$ cat src/rtl/cu_pkg.sv
// Shared encodings for the multi-cycle RV32I control unit and its datapath muxes.
// The optional M-extension sequencing is enabled with the M_EXT_EN macro.
package cu_pkg;

    localparam logic [3:0] StReset    = 4'd0;
    localparam logic [3:0] StFetch    = 4'd1;
    localparam logic [3:0] StDecode   = 4'd2;
    localparam logic [3:0] StMemAddr  = 4'd3;
    localparam logic [3:0] StMemRead  = 4'd4;
    localparam logic [3:0] StMemWrite = 4'd5;
    localparam logic [3:0] StWbMem    = 4'd6;
    localparam logic [3:0] StExecR    = 4'd7;
    localparam logic [3:0] StExecI    = 4'd8;
    localparam logic [3:0] StExecU    = 4'd9;
    localparam logic [3:0] StWbAlu    = 4'd10;
    localparam logic [3:0] StBranch   = 4'd11;
    localparam logic [3:0] StJal      = 4'd12;
    localparam logic [3:0] StJalr     = 4'd13;
    localparam logic [3:0] StMuldiv   = 4'd14;
    localparam logic [3:0] StTrap     = 4'd15;

    localparam logic [6:0] OpLoad   = 7'b0000011;
    localparam logic [6:0] OpStore  = 7'b0100011;
    localparam logic [6:0] OpOp     = 7'b0110011;
    localparam logic [6:0] OpOpImm  = 7'b0010011;
    localparam logic [6:0] OpLui    = 7'b0110111;
    localparam logic [6:0] OpAuipc  = 7'b0010111;
    localparam logic [6:0] OpBranch = 7'b1100011;
    localparam logic [6:0] OpJal    = 7'b1101111;
    localparam logic [6:0] OpJalr   = 7'b1100111;

    localparam logic [1:0] AluSrcAPc    = 2'b00;
    localparam logic [1:0] AluSrcARs1   = 2'b01;
    localparam logic [1:0] AluSrcAOldPc = 2'b10;
    localparam logic [1:0] AluSrcAZero  = 2'b11;

    localparam logic [1:0] AluSrcBRs2  = 2'b00;
    localparam logic [1:0] AluSrcBFour = 2'b01;
    localparam logic [1:0] AluSrcBImm  = 2'b10;

    localparam logic [1:0] AluOpAdd   = 2'b00;
    localparam logic [1:0] AluOpCmp   = 2'b01;
    localparam logic [1:0] AluOpFunct = 2'b10;

    localparam logic [1:0] PcSrcAlu    = 2'b00;
    localparam logic [1:0] PcSrcAluOut = 2'b01;
    localparam logic [1:0] PcSrcJalr   = 2'b10;

    localparam logic [1:0] MemToRegAluOut = 2'b00;
    localparam logic [1:0] MemToRegMem    = 2'b01;
    localparam logic [1:0] MemToRegPc     = 2'b10;
    localparam logic [1:0] MemToRegMuldiv = 2'b11;

    // States that stall on the shared memory port's ready handshake.
    function automatic logic is_mem_wait_state(input logic [3:0] st);
        return (st == StFetch) || (st == StMemRead) || (st == StMemWrite);
    endfunction

endpackage

$ cat src/rtl/multicycle_control_unit_if.sv
// Control unit <-> instruction register / datapath bundle.
// muldiv_done exists only when M_EXT_EN is defined.
interface multicycle_control_unit_if;

    logic [6:0] opcode;
    logic       funct7_0;
    logic       mem_ready;
`ifdef M_EXT_EN
    logic       muldiv_done;
`endif
    logic       pc_write;
    logic       ir_write;
    logic       reg_write;
    logic       mem_read;
    logic       mem_write;
    logic       branch;
    logic       iord;
    logic [1:0] alu_src_a;
    logic [1:0] alu_src_b;
    logic [1:0] aluop;
    logic [1:0] pc_src;
    logic [1:0] mem_to_reg;
    logic       muldiv_start;
    logic       illegal;
    logic       fault;
    logic [3:0] state_o;

    modport master (
        input  opcode, funct7_0, mem_ready,
`ifdef M_EXT_EN
        input  muldiv_done,
`endif
        output pc_write, ir_write, reg_write, mem_read, mem_write, branch, iord,
        output alu_src_a, alu_src_b, aluop, pc_src, mem_to_reg, muldiv_start,
        output illegal, fault, state_o
    );

    modport slave (
        output opcode, funct7_0, mem_ready,
`ifdef M_EXT_EN
        output muldiv_done,
`endif
        input  pc_write, ir_write, reg_write, mem_read, mem_write, branch, iord,
        input  alu_src_a, alu_src_b, aluop, pc_src, mem_to_reg, muldiv_start,
        input  illegal, fault, state_o
    );

endinterface

$ cat src/rtl/cu_timeout_counter.sv
// Consecutive wait-cycle counter; expired flags the TIMEOUT_CYCLES-th wait cycle.
// TIMEOUT_CYCLES of 0 disables expiry entirely.
module cu_timeout_counter #(
    parameter int unsigned TIMEOUT_CYCLES = 255
) (
    input  logic clk,
    input  logic rst_n,
    input  logic clear,
    input  logic count,
    output logic expired
);

    localparam int unsigned W = (TIMEOUT_CYCLES > 0) ? $clog2(TIMEOUT_CYCLES + 1) : 1;
    localparam logic [W-1:0] Last = (TIMEOUT_CYCLES > 0) ? W'(TIMEOUT_CYCLES - 1) : '0;

    logic [W-1:0] cnt_q;

    // Expiry is combinational so that the fault lands on the very next state.
    assign expired = (TIMEOUT_CYCLES != 0) && count && (cnt_q == Last);

    always_ff @(posedge clk or negedge rst_n) begin
        if (!rst_n) begin
            cnt_q <= '0;
        end else if (clear) begin
            cnt_q <= '0;
        end else if (count && !expired && (TIMEOUT_CYCLES != 0)) begin
            cnt_q <= cnt_q + W'(1);
        end
    end

endmodule

$ cat src/rtl/multicycle_control_unit.sv
// Moore-style multi-cycle RV32I control FSM sharing one memory port and one ALU.
// Define M_EXT_EN to add the MULDIV state that sequences an external M unit.
module multicycle_control_unit
    import cu_pkg::*;
#(
    parameter int unsigned TIMEOUT_CYCLES = 255
) (
    input logic                       clk,
    input logic                       rst_n,
    multicycle_control_unit_if.master bus
);

    logic [3:0] state_q, state_d;
    logic       illegal_q, illegal_d;
    logic       fault_q, fault_d;
    logic       waiting, expired, tmo_clear;
`ifdef M_EXT_EN
    logic       in_muldiv_q;
`else
    logic       unused_funct7;
    assign unused_funct7 = bus.funct7_0;
`endif

    always_comb begin
        waiting = is_mem_wait_state(state_q) && !bus.mem_ready;
`ifdef M_EXT_EN
        if (state_q == StMuldiv) begin
            waiting = !bus.muldiv_done;
        end
`endif
    end

    assign tmo_clear = (state_d != state_q);

    cu_timeout_counter #(
        .TIMEOUT_CYCLES(TIMEOUT_CYCLES)
    ) u_timeout (
        .clk     (clk),
        .rst_n   (rst_n),
        .clear   (tmo_clear),
        .count   (waiting),
        .expired (expired)
    );

    always_comb begin
        state_d   = state_q;
        illegal_d = illegal_q;
        fault_d   = fault_q;
        case (state_q)
            StReset:    state_d = StFetch;
            StFetch:    if (bus.mem_ready) state_d = StDecode;
            StDecode: begin
                case (bus.opcode)
                    OpLoad, OpStore: state_d = StMemAddr;
                    OpOp:            state_d = StExecR;
                    OpOpImm:         state_d = StExecI;
                    OpLui, OpAuipc:  state_d = StExecU;
                    OpBranch:        state_d = StBranch;
                    OpJal:           state_d = StJal;
                    OpJalr:          state_d = StJalr;
                    default: begin
                        state_d   = StTrap;
                        illegal_d = 1'b1;
                    end
                endcase
            end
            StMemAddr:  state_d = (bus.opcode == OpStore) ? StMemWrite : StMemRead;
            StMemRead:  if (bus.mem_ready) state_d = StWbMem;
            StMemWrite: if (bus.mem_ready) state_d = StFetch;
`ifdef M_EXT_EN
            StExecR:    state_d = bus.funct7_0 ? StMuldiv : StWbAlu;
            StMuldiv:   if (bus.muldiv_done) state_d = StFetch;
`else
            StExecR:    state_d = StWbAlu;
`endif
            StExecI, StExecU: state_d = StWbAlu;
            StWbMem, StWbAlu, StBranch, StJal, StJalr: state_d = StFetch;
            StTrap:     state_d = StTrap;
            default:    state_d = StTrap;
        endcase
        // Only reachable while still waiting, so a same-cycle ready always wins.
        if (expired) begin
            state_d = StTrap;
            fault_d = 1'b1;
        end
    end

    always_ff @(posedge clk or negedge rst_n) begin
        if (!rst_n) begin
            state_q   <= StReset;
            illegal_q <= 1'b0;
            fault_q   <= 1'b0;
        end else begin
            state_q   <= state_d;
            illegal_q <= illegal_d;
            fault_q   <= fault_d;
        end
    end

`ifdef M_EXT_EN
    always_ff @(posedge clk or negedge rst_n) begin
        if (!rst_n) begin
            in_muldiv_q <= 1'b0;
        end else begin
            in_muldiv_q <= (state_q == StMuldiv);
        end
    end
`endif

    always_comb begin
        bus.pc_write     = 1'b0;
        bus.ir_write     = 1'b0;
        bus.reg_write    = 1'b0;
        bus.mem_read     = 1'b0;
        bus.mem_write    = 1'b0;
        bus.branch       = 1'b0;
        bus.iord         = 1'b0;
        bus.alu_src_a    = AluSrcAPc;
        bus.alu_src_b    = AluSrcBRs2;
        bus.aluop        = AluOpAdd;
        bus.pc_src       = PcSrcAlu;
        bus.mem_to_reg   = MemToRegAluOut;
        bus.muldiv_start = 1'b0;
        case (state_q)
            StFetch: begin
                bus.mem_read  = 1'b1;
                bus.alu_src_b = AluSrcBFour;
                bus.ir_write  = bus.mem_ready;
                bus.pc_write  = bus.mem_ready;
            end
            StDecode: begin
                // Precompute branch/JAL target into ALUOut.
                bus.alu_src_a = AluSrcAOldPc;
                bus.alu_src_b = AluSrcBImm;
            end
            StMemAddr: begin
                bus.alu_src_a = AluSrcARs1;
                bus.alu_src_b = AluSrcBImm;
            end
            StMemRead: begin
                bus.mem_read = 1'b1;
                bus.iord     = 1'b1;
            end
            StMemWrite: begin
                bus.mem_write = 1'b1;
                bus.iord      = 1'b1;
            end
            StWbMem: begin
                bus.reg_write  = 1'b1;
                bus.mem_to_reg = MemToRegMem;
            end
            StExecR: begin
                bus.alu_src_a = AluSrcARs1;
                bus.aluop     = AluOpFunct;
            end
            StExecI: begin
                bus.alu_src_a = AluSrcARs1;
                bus.alu_src_b = AluSrcBImm;
                bus.aluop     = AluOpFunct;
            end
            StExecU: begin
                bus.alu_src_a = (bus.opcode == OpLui) ? AluSrcAZero : AluSrcAOldPc;
                bus.alu_src_b = AluSrcBImm;
            end
            StWbAlu:  bus.reg_write = 1'b1;
            StBranch: begin
                bus.alu_src_a = AluSrcARs1;
                bus.aluop     = AluOpCmp;
                bus.branch    = 1'b1;
                bus.pc_src    = PcSrcAluOut;
            end
            StJal: begin
                bus.pc_write   = 1'b1;
                bus.pc_src     = PcSrcAluOut;
                bus.reg_write  = 1'b1;
                bus.mem_to_reg = MemToRegPc;
            end
            StJalr: begin
                bus.alu_src_a  = AluSrcARs1;
                bus.alu_src_b  = AluSrcBImm;
                bus.pc_write   = 1'b1;
                bus.pc_src     = PcSrcJalr;
                bus.reg_write  = 1'b1;
                bus.mem_to_reg = MemToRegPc;
            end
`ifdef M_EXT_EN
            StMuldiv: begin
                bus.muldiv_start = !in_muldiv_q;
                bus.reg_write    = bus.muldiv_done;
                bus.mem_to_reg   = MemToRegMuldiv;
            end
`endif
            default: ;
        endcase
    end

    assign bus.illegal = illegal_q;
    assign bus.fault   = fault_q;
    assign bus.state_o = state_q;

endmodule

$ cat src/flat_wrapper.sv
// flat-port wrapper written by rule: the top's interface ports become plain ports
module multicycle_control_unit_flat import cu_pkg::*;
#(
    parameter int unsigned TIMEOUT_CYCLES = 255
)
  (clk, rst_n, bus_opcode, bus_funct7_0, bus_mem_ready, bus_pc_write, bus_ir_write, bus_reg_write, bus_mem_read, bus_mem_write, bus_branch, bus_iord, bus_alu_src_a, bus_alu_src_b, bus_aluop, bus_pc_src, bus_mem_to_reg, bus_muldiv_start, bus_illegal, bus_fault, bus_state_o);
  multicycle_control_unit_if bus_i ();
  input logic clk;
  input logic rst_n;
  input wire logic [$bits(bus_i.opcode)-1:0] bus_opcode;
  input wire logic [$bits(bus_i.funct7_0)-1:0] bus_funct7_0;
  input wire logic [$bits(bus_i.mem_ready)-1:0] bus_mem_ready;
  output wire logic [$bits(bus_i.pc_write)-1:0] bus_pc_write;
  output wire logic [$bits(bus_i.ir_write)-1:0] bus_ir_write;
  output wire logic [$bits(bus_i.reg_write)-1:0] bus_reg_write;
  output wire logic [$bits(bus_i.mem_read)-1:0] bus_mem_read;
  output wire logic [$bits(bus_i.mem_write)-1:0] bus_mem_write;
  output wire logic [$bits(bus_i.branch)-1:0] bus_branch;
  output wire logic [$bits(bus_i.iord)-1:0] bus_iord;
  output wire logic [$bits(bus_i.alu_src_a)-1:0] bus_alu_src_a;
  output wire logic [$bits(bus_i.alu_src_b)-1:0] bus_alu_src_b;
  output wire logic [$bits(bus_i.aluop)-1:0] bus_aluop;
  output wire logic [$bits(bus_i.pc_src)-1:0] bus_pc_src;
  output wire logic [$bits(bus_i.mem_to_reg)-1:0] bus_mem_to_reg;
  output wire logic [$bits(bus_i.muldiv_start)-1:0] bus_muldiv_start;
  output wire logic [$bits(bus_i.illegal)-1:0] bus_illegal;
  output wire logic [$bits(bus_i.fault)-1:0] bus_fault;
  output wire logic [$bits(bus_i.state_o)-1:0] bus_state_o;
  assign bus_i.opcode = bus_opcode;
  assign bus_i.funct7_0 = bus_funct7_0;
  assign bus_i.mem_ready = bus_mem_ready;
  assign bus_pc_write = bus_i.pc_write;
  assign bus_ir_write = bus_i.ir_write;
  assign bus_reg_write = bus_i.reg_write;
  assign bus_mem_read = bus_i.mem_read;
  assign bus_mem_write = bus_i.mem_write;
  assign bus_branch = bus_i.branch;
  assign bus_iord = bus_i.iord;
  assign bus_alu_src_a = bus_i.alu_src_a;
  assign bus_alu_src_b = bus_i.alu_src_b;
  assign bus_aluop = bus_i.aluop;
  assign bus_pc_src = bus_i.pc_src;
  assign bus_mem_to_reg = bus_i.mem_to_reg;
  assign bus_muldiv_start = bus_i.muldiv_start;
  assign bus_illegal = bus_i.illegal;
  assign bus_fault = bus_i.fault;
  assign bus_state_o = bus_i.state_o;
  multicycle_control_unit #(.TIMEOUT_CYCLES(TIMEOUT_CYCLES)) u_core (.clk(clk), .rst_n(rst_n), .bus(bus_i));
endmodule
$ cat config.mk
export PLATFORM = sky130hd
export DESIGN_NAME = multicycle_control_unit_flat
export DESIGN_NICKNAME = d
export VERILOG_FILES = /design/src/rtl/cu_pkg.sv /design/src/rtl/multicycle_control_unit_if.sv /design/src/rtl/cu_timeout_counter.sv /design/src/rtl/multicycle_control_unit.sv /design/src/flat_wrapper.sv
export SDC_FILE = /design/constraint.sdc
export NUM_CORES = 1
export LEC_CHECK = 0
export CELL_PAD_IN_SITES_DETAIL_PLACEMENT = 1
export CELL_PAD_IN_SITES_GLOBAL_PLACEMENT = 1
export CORE_ASPECT_RATIO = 0.75
export CORE_MARGIN = 2
export CORE_UTILIZATION = 35
export CTS_BUF_LIST = sky130_fd_sc_hd__clkbuf_16
export CTS_CLUSTER_DIAMETER = 30
export DETAILED_ROUTE_END_ITERATION = 10
export PLACE_DENSITY_LB_ADDON = 0.1
export SYNTH_ARGS = -nofsm -noshare
export SYNTH_HDL_FRONTEND = slang
export SYNTH_SLANG_ARGS = --single-unit
$ cat constraint.sdc
create_clock -name clk -period 2.25 [get_ports clk]
set_input_delay 0.5625 -clock clk [delete_from_list [all_inputs] [get_ports clk]]
set_output_delay 0.5625 -clock clk [all_outputs]
set_load 0.02 [all_outputs]
# Word level (Yosys, flattened, before mapping)
# Cells that the tools add are included.
# W data, S select, Z words.
# totals
register_bits	14
output_inout_bits	24
# op_classes
n_addsub	1
bitwise_logic	1
n_mux	22
n_eq_ne	24
reduce_logical	23
# ops
operator	count
$pmux W4 S7	2
$eq A4 B4 Y1 const B	6
$eq A7 B6 Y1 const B	3
$eq A7 B7 Y1 const B	3
$eq A4 B3 Y1 const B	4
$mux W4	4
$mux W8	2
$pmux W2 S2	4
$eq A7 B5 Y1 const B	2
$reduce_or A2 Y1	7
$reduce_or A5 Y1	2
$reduce_or A9 Y1	1
$add A8 B1 Y8 const B	1
$eq A4 B2 Y1 const B	2
$eq A8 B8 Y1 const B	1
$mux W1	8
$eq A7 B2 Y1 const B	1
$pmux W2 S3	1
$reduce_or A6 Y1	1
$eq A4 B1 Y1 const B	1
$logic_not A4 Y1	1
$ne A4 B4 Y1	1
$reduce_or A4 Y1	1
$logic_and A1 B1 Y1	3
7 further kinds	9

# Depth between registers and ports, before layout
# logic_depth
ltp_word	9
ltp_mapped	9
mapped_depth_nobuf	8

# Cells and area by module
# From an unflattened synthesis, not the netlist that was laid out.
# unflattened
cells_unflattened	159
area_unflattened_um2	1417.6
# by_module_without_submodules
mod	n_inst	seq_area_each_um2	area_each_um2	cells_per_inst
multicycle_control_unit	1	150.1	910.9	111
cu_timeout_counter	1	200.2	506.7	48

# Worst setup path before layout
# OpenSTA, ideal clock, no wires.
# synth_path
kind	reg-to-output
startpoint	register u_core.state_q[1] (netlist: u_core.bus.state_o[1])
endpoint	output bus_pc_write
setup_slack_ns	-0.207
arrival_ns	1.894
n_path_buf	2
path_stages_with_launch	7
path_cell_list	dfrtp_1 -> buf_2 -> clkbuf_1 -> nand2b_1 -> nor2_1 -> o21a_1 -> or2_2
# synth_between
elab_chain_len	3
word_cells_on_any_way	5
classes_between	eq/ne: 3; mux: 1; reduce/logical: 1
# synth_rtl
element	line_no	rtl
from (decl)	multicycle_control_unit.sv:13	logic [3:0] state_q, state_d;
from (signal assigned)	multicycle_control_unit.sv:90	state_q <= StReset;
from (signal assigned)	multicycle_control_unit.sv:94	state_q <= state_d;
$eq A4 B4 Y1	multicycle_control_unit.sv:124	case (state_q)
$reduce_or A2 Y1 (no source line)	-	
$pmux W1 S2 (*)	multicycle_control_unit.sv:124	
to (decl)	flat_wrapper.sv:13	output wire logic [$bits(bus_i.pc_write)-1:0] bus_pc_write;
# Mark *: on every way between the ends. The rest lies on a longest branch, timed or not.

# Final worst setup path
# layout_path
startpoint	register u_core.state_q[3] (netlist: u_core.bus.state_o[3])
endpoint	register u_core.u_timeout.cnt_q[2]
# layout_between
elab_chain_len	8
word_cells_on_any_way	30
classes_between	eq/ne: 14; mux: 6; reduce/logical: 10
# layout_rtl
element	line_no	rtl
parallel branches: the longest is 8 deep, another holds $mux W8	-	
to (signal assigned)	cu_timeout_counter.sv:27	cnt_q <= cnt_q + W'(1);
to (decl)	cu_timeout_counter.sv:16	logic [W-1:0] cnt_q;
# Parallel ways; which one is timed is not known.
# A chain may end at the register's enable or synchronous reset.

==> reports/results.ini <==
[clocking]
clock-root-buffer=clkbuf_16
clkSinkCount=14
numCtsBuffers=3
clockBufferDepth=2
clk_latency_ns=0.26
clk_pin_slew_ns=0.05
postCtsHoldBufs=0
cts_htree_levels=1
cts_tree=built

[placed_design]
io_buffers=32
place_congestion=0.8442
dp_hpwl_um=3533
post_dp_cell_area_um2=1926
placed_cells=253

[drt]
ant_nets=0
drt-wirelength-per-cell_um=26.70
wl_um=7289
drtIter0Drc=139
num_vias=1689
dr.pass1.iters=4
drc=0
viasPerCell=6.187

[synthesis]
synth_cells=145
synth_top_flop_cell=dfrtp_1
syn_nets=158
syn_area_per_cell_um2=8.707
synth_edf_count=0
synth_cell_types=54
yosysSeqAreaShare=0.2775
ys_async_sr_fraction=1.000
ys_warn_count=0
ys_ff_latch=14
syn-cell-area_um2=1262

[power]
ir_worst_vdd_mv=1.107
power_mw=3.576
p_per_area_nw_per_um2=1508
p_leak_nw=1.120

[critical_path]
cp_max_fo=8
crit_chain=buf_6 -> or3_4 -> or4_4 -> o31ai_4 -> or3_4 -> o211ai_4 -> buf_12 -> nor3_4
critPathKind=reg2reg
rrSetupSlack_ns=-0.07
cp_slowest_cell=or4_4
path_delay_family=simple AND/OR/NAND/NOR gates
cpMostUsedCell=or3_4
crit_path_start_kind=register
cp_num_buf_inv=2
r2r-end=u_core.u_timeout.cnt_q[2]
r2r-start=u_core.bus.state_o[3]
critPathMaxStageDelay_ns=0.57
cp_data_arrival_time_ns=2.48
rr_worst_depth=8
worstPathRequired_ns=2.41
end_kind=register

[global_route]
grt_use_total=0.3230
grt_pass1_vias=1754
grt_start_max_net_pins=15
antenna_found_initial=0
overflow=0
grt_pass1_wl_um=9949

[cells_and_area]
fin_area_um2=2371
final_common_cell=buf_4
instances_no_fill=273
final_cell_mix=buf_4, clkbuf_2, dfrtp_1
diodes=0
final_nets=247
drive_gt1_frac=0.5794
syn_to_final_growth_pct=87.81
nFillCells=368

[timing]
skew_ns=0.006360
rsz0062_at_grt=yes
tns_ns=-0.2899
final_max_slew_viol_count=0
period_minus_slack_ns=2.318
tightestPinTransition_ns=0.6815
period_share=1.030
relSlewSlack=0.5442
max_freq_ghz=0.4314
hold_viol=0
report.final.setup_viol=8
finalWorstSetupSlack_ns=-0.06810

[die]
ios=35
core-area_um2=3378
dieArea_um2=4108
die_y_um=56.01
num_rows=18
die_x_um=73.35
start_util=0.3737

[run_status]
violations=setup timing
outcome=complete, but fails checks

[run]
max_cap_violations=0

[hold_path]
hold_path_end=u_core.bus.illegal
worstHoldStart=u_core.bus.illegal
holdPathStages=1
hold_path_class=reg2reg

[through the flow]
stage                     hold WS [ns]  worst slack (ns)    util
after floorplan                 0.2669           0.05069       -
after global placement          0.4523           -0.4949  0.5700
after detailed placement        0.4588           -0.5596  0.5700
after CTS                       0.4686         -0.007776  0.6400
after global routing            0.5280           -0.1135  0.7019
final                           0.5274          -0.06810  0.7019
[layer usage]
| metal | vias to the layer above | wire length, um | global-route usage |
|---|---|---|---|
| met1 | 835 | 2920 | 0.4273 |
| li1 | 712 | - | - |
| met4 | 0 | 247 | 0.08571 |
| met2 | 115 | 3497 | 0.5290 |
| met3 | 27 | 624 | 0.07065 |
| met5 | - | 0 | 0 |
[state kept, by name, summed over array words and instances, names as in the netlist]
signal	count
u_core.bus.fault	1
u_core.bus.illegal	1
u_core.bus.state_o	4
u_core.u_timeout.cnt_q	8
[synthesized netlist by cell type (2+ instances only)]
master,number,area [um^2]
inv_1,4,15.01
o2111a_1,2,22.52
o21ai_0,4,20.02
and3_1,5,31.28
a21o_1,2,15.01
mux2i_1,2,20.02
clkbuf_1,3,11.26
nor2b_1,6,37.54
ha_1,2,25.02
nor2_1,11,41.29
nand2b_1,9,56.30
a21oi_1,2,10.01
or3_1,2,12.51
o21a_1,2,15.01
nand3_1,3,15.01
o22ai_1,2,12.51
dfrtp_1,14,350.3
o2bb2ai_1,2,17.52
or2_2,5,31.28
nor3_1,10,50.05
nand2_1,6,22.52
nand4_1,5,31.28
xnor2_1,4,35.03
buf_4,3,22.52
xor2_1,5,43.79
buf_2,2,10.01
[cells by family after synthesis]
logic type,after synthesis,synth area share
fa+ha+maj,2,0.01982
buf+inv,13,0.05549
xor+xnor,10,0.08424
mux,3,0.02478
simple gates,71,0.3280
other cells,1,0.002970
flops,14,0.2775
compound gates,31,0.2071
[repair_timing]
| action | 4_1_cts | 5_1_grt |
|---|---|---|
| gates resized for setup | 61 | 64 |
| setup buffers | 7 | 9 |
| pin swaps | 4 | 21 |
| setup endpoints to repair | 25 | 17 |
[power by group]
group          leakage, nW  total [mW]  internal [mW]  switching [mW]
registers            0.177       0.405          0.307          0.0979
clock network       0.0423       0.356          0.236           0.120
logic                0.901        2.82           1.26            1.55
[layout make-up]
cell class	instances	area [um^2]	share of cell area
Multi-Input combinational cell	118	1135	0.4786
Timing Repair Buffer	93	737.0	0.3108
Sequential cell	14	355.3	0.1499
Clock buffer	3	75.07	0.03166
Tap cell	40	50.05	0.02111
Inverter	4	15.01	0.006332
Clock inverter	1	3.754	0.001583
[worst max path at each step]
stage,from,end,cells after the start
6_report,u_core.bus.state_o[3],u_core.u_timeout.cnt_q[2],8
2_1_floorplan,u_core.bus.state_o[0],u_core.u_timeout.cnt_q[0],6
3_5_place_dp,bus_opcode[4],u_core.u_timeout.cnt_q[3],8
3_3_place_gp,bus_opcode[4],bus_alu_src_a[0],5
5_1_grt,u_core.bus.state_o[3],u_core.u_timeout.cnt_q[2],10
4_1_cts,bus_opcode[6],u_core.u_timeout.cnt_q[0],8
Note: power is estimated with default switching activity, not from simulation.
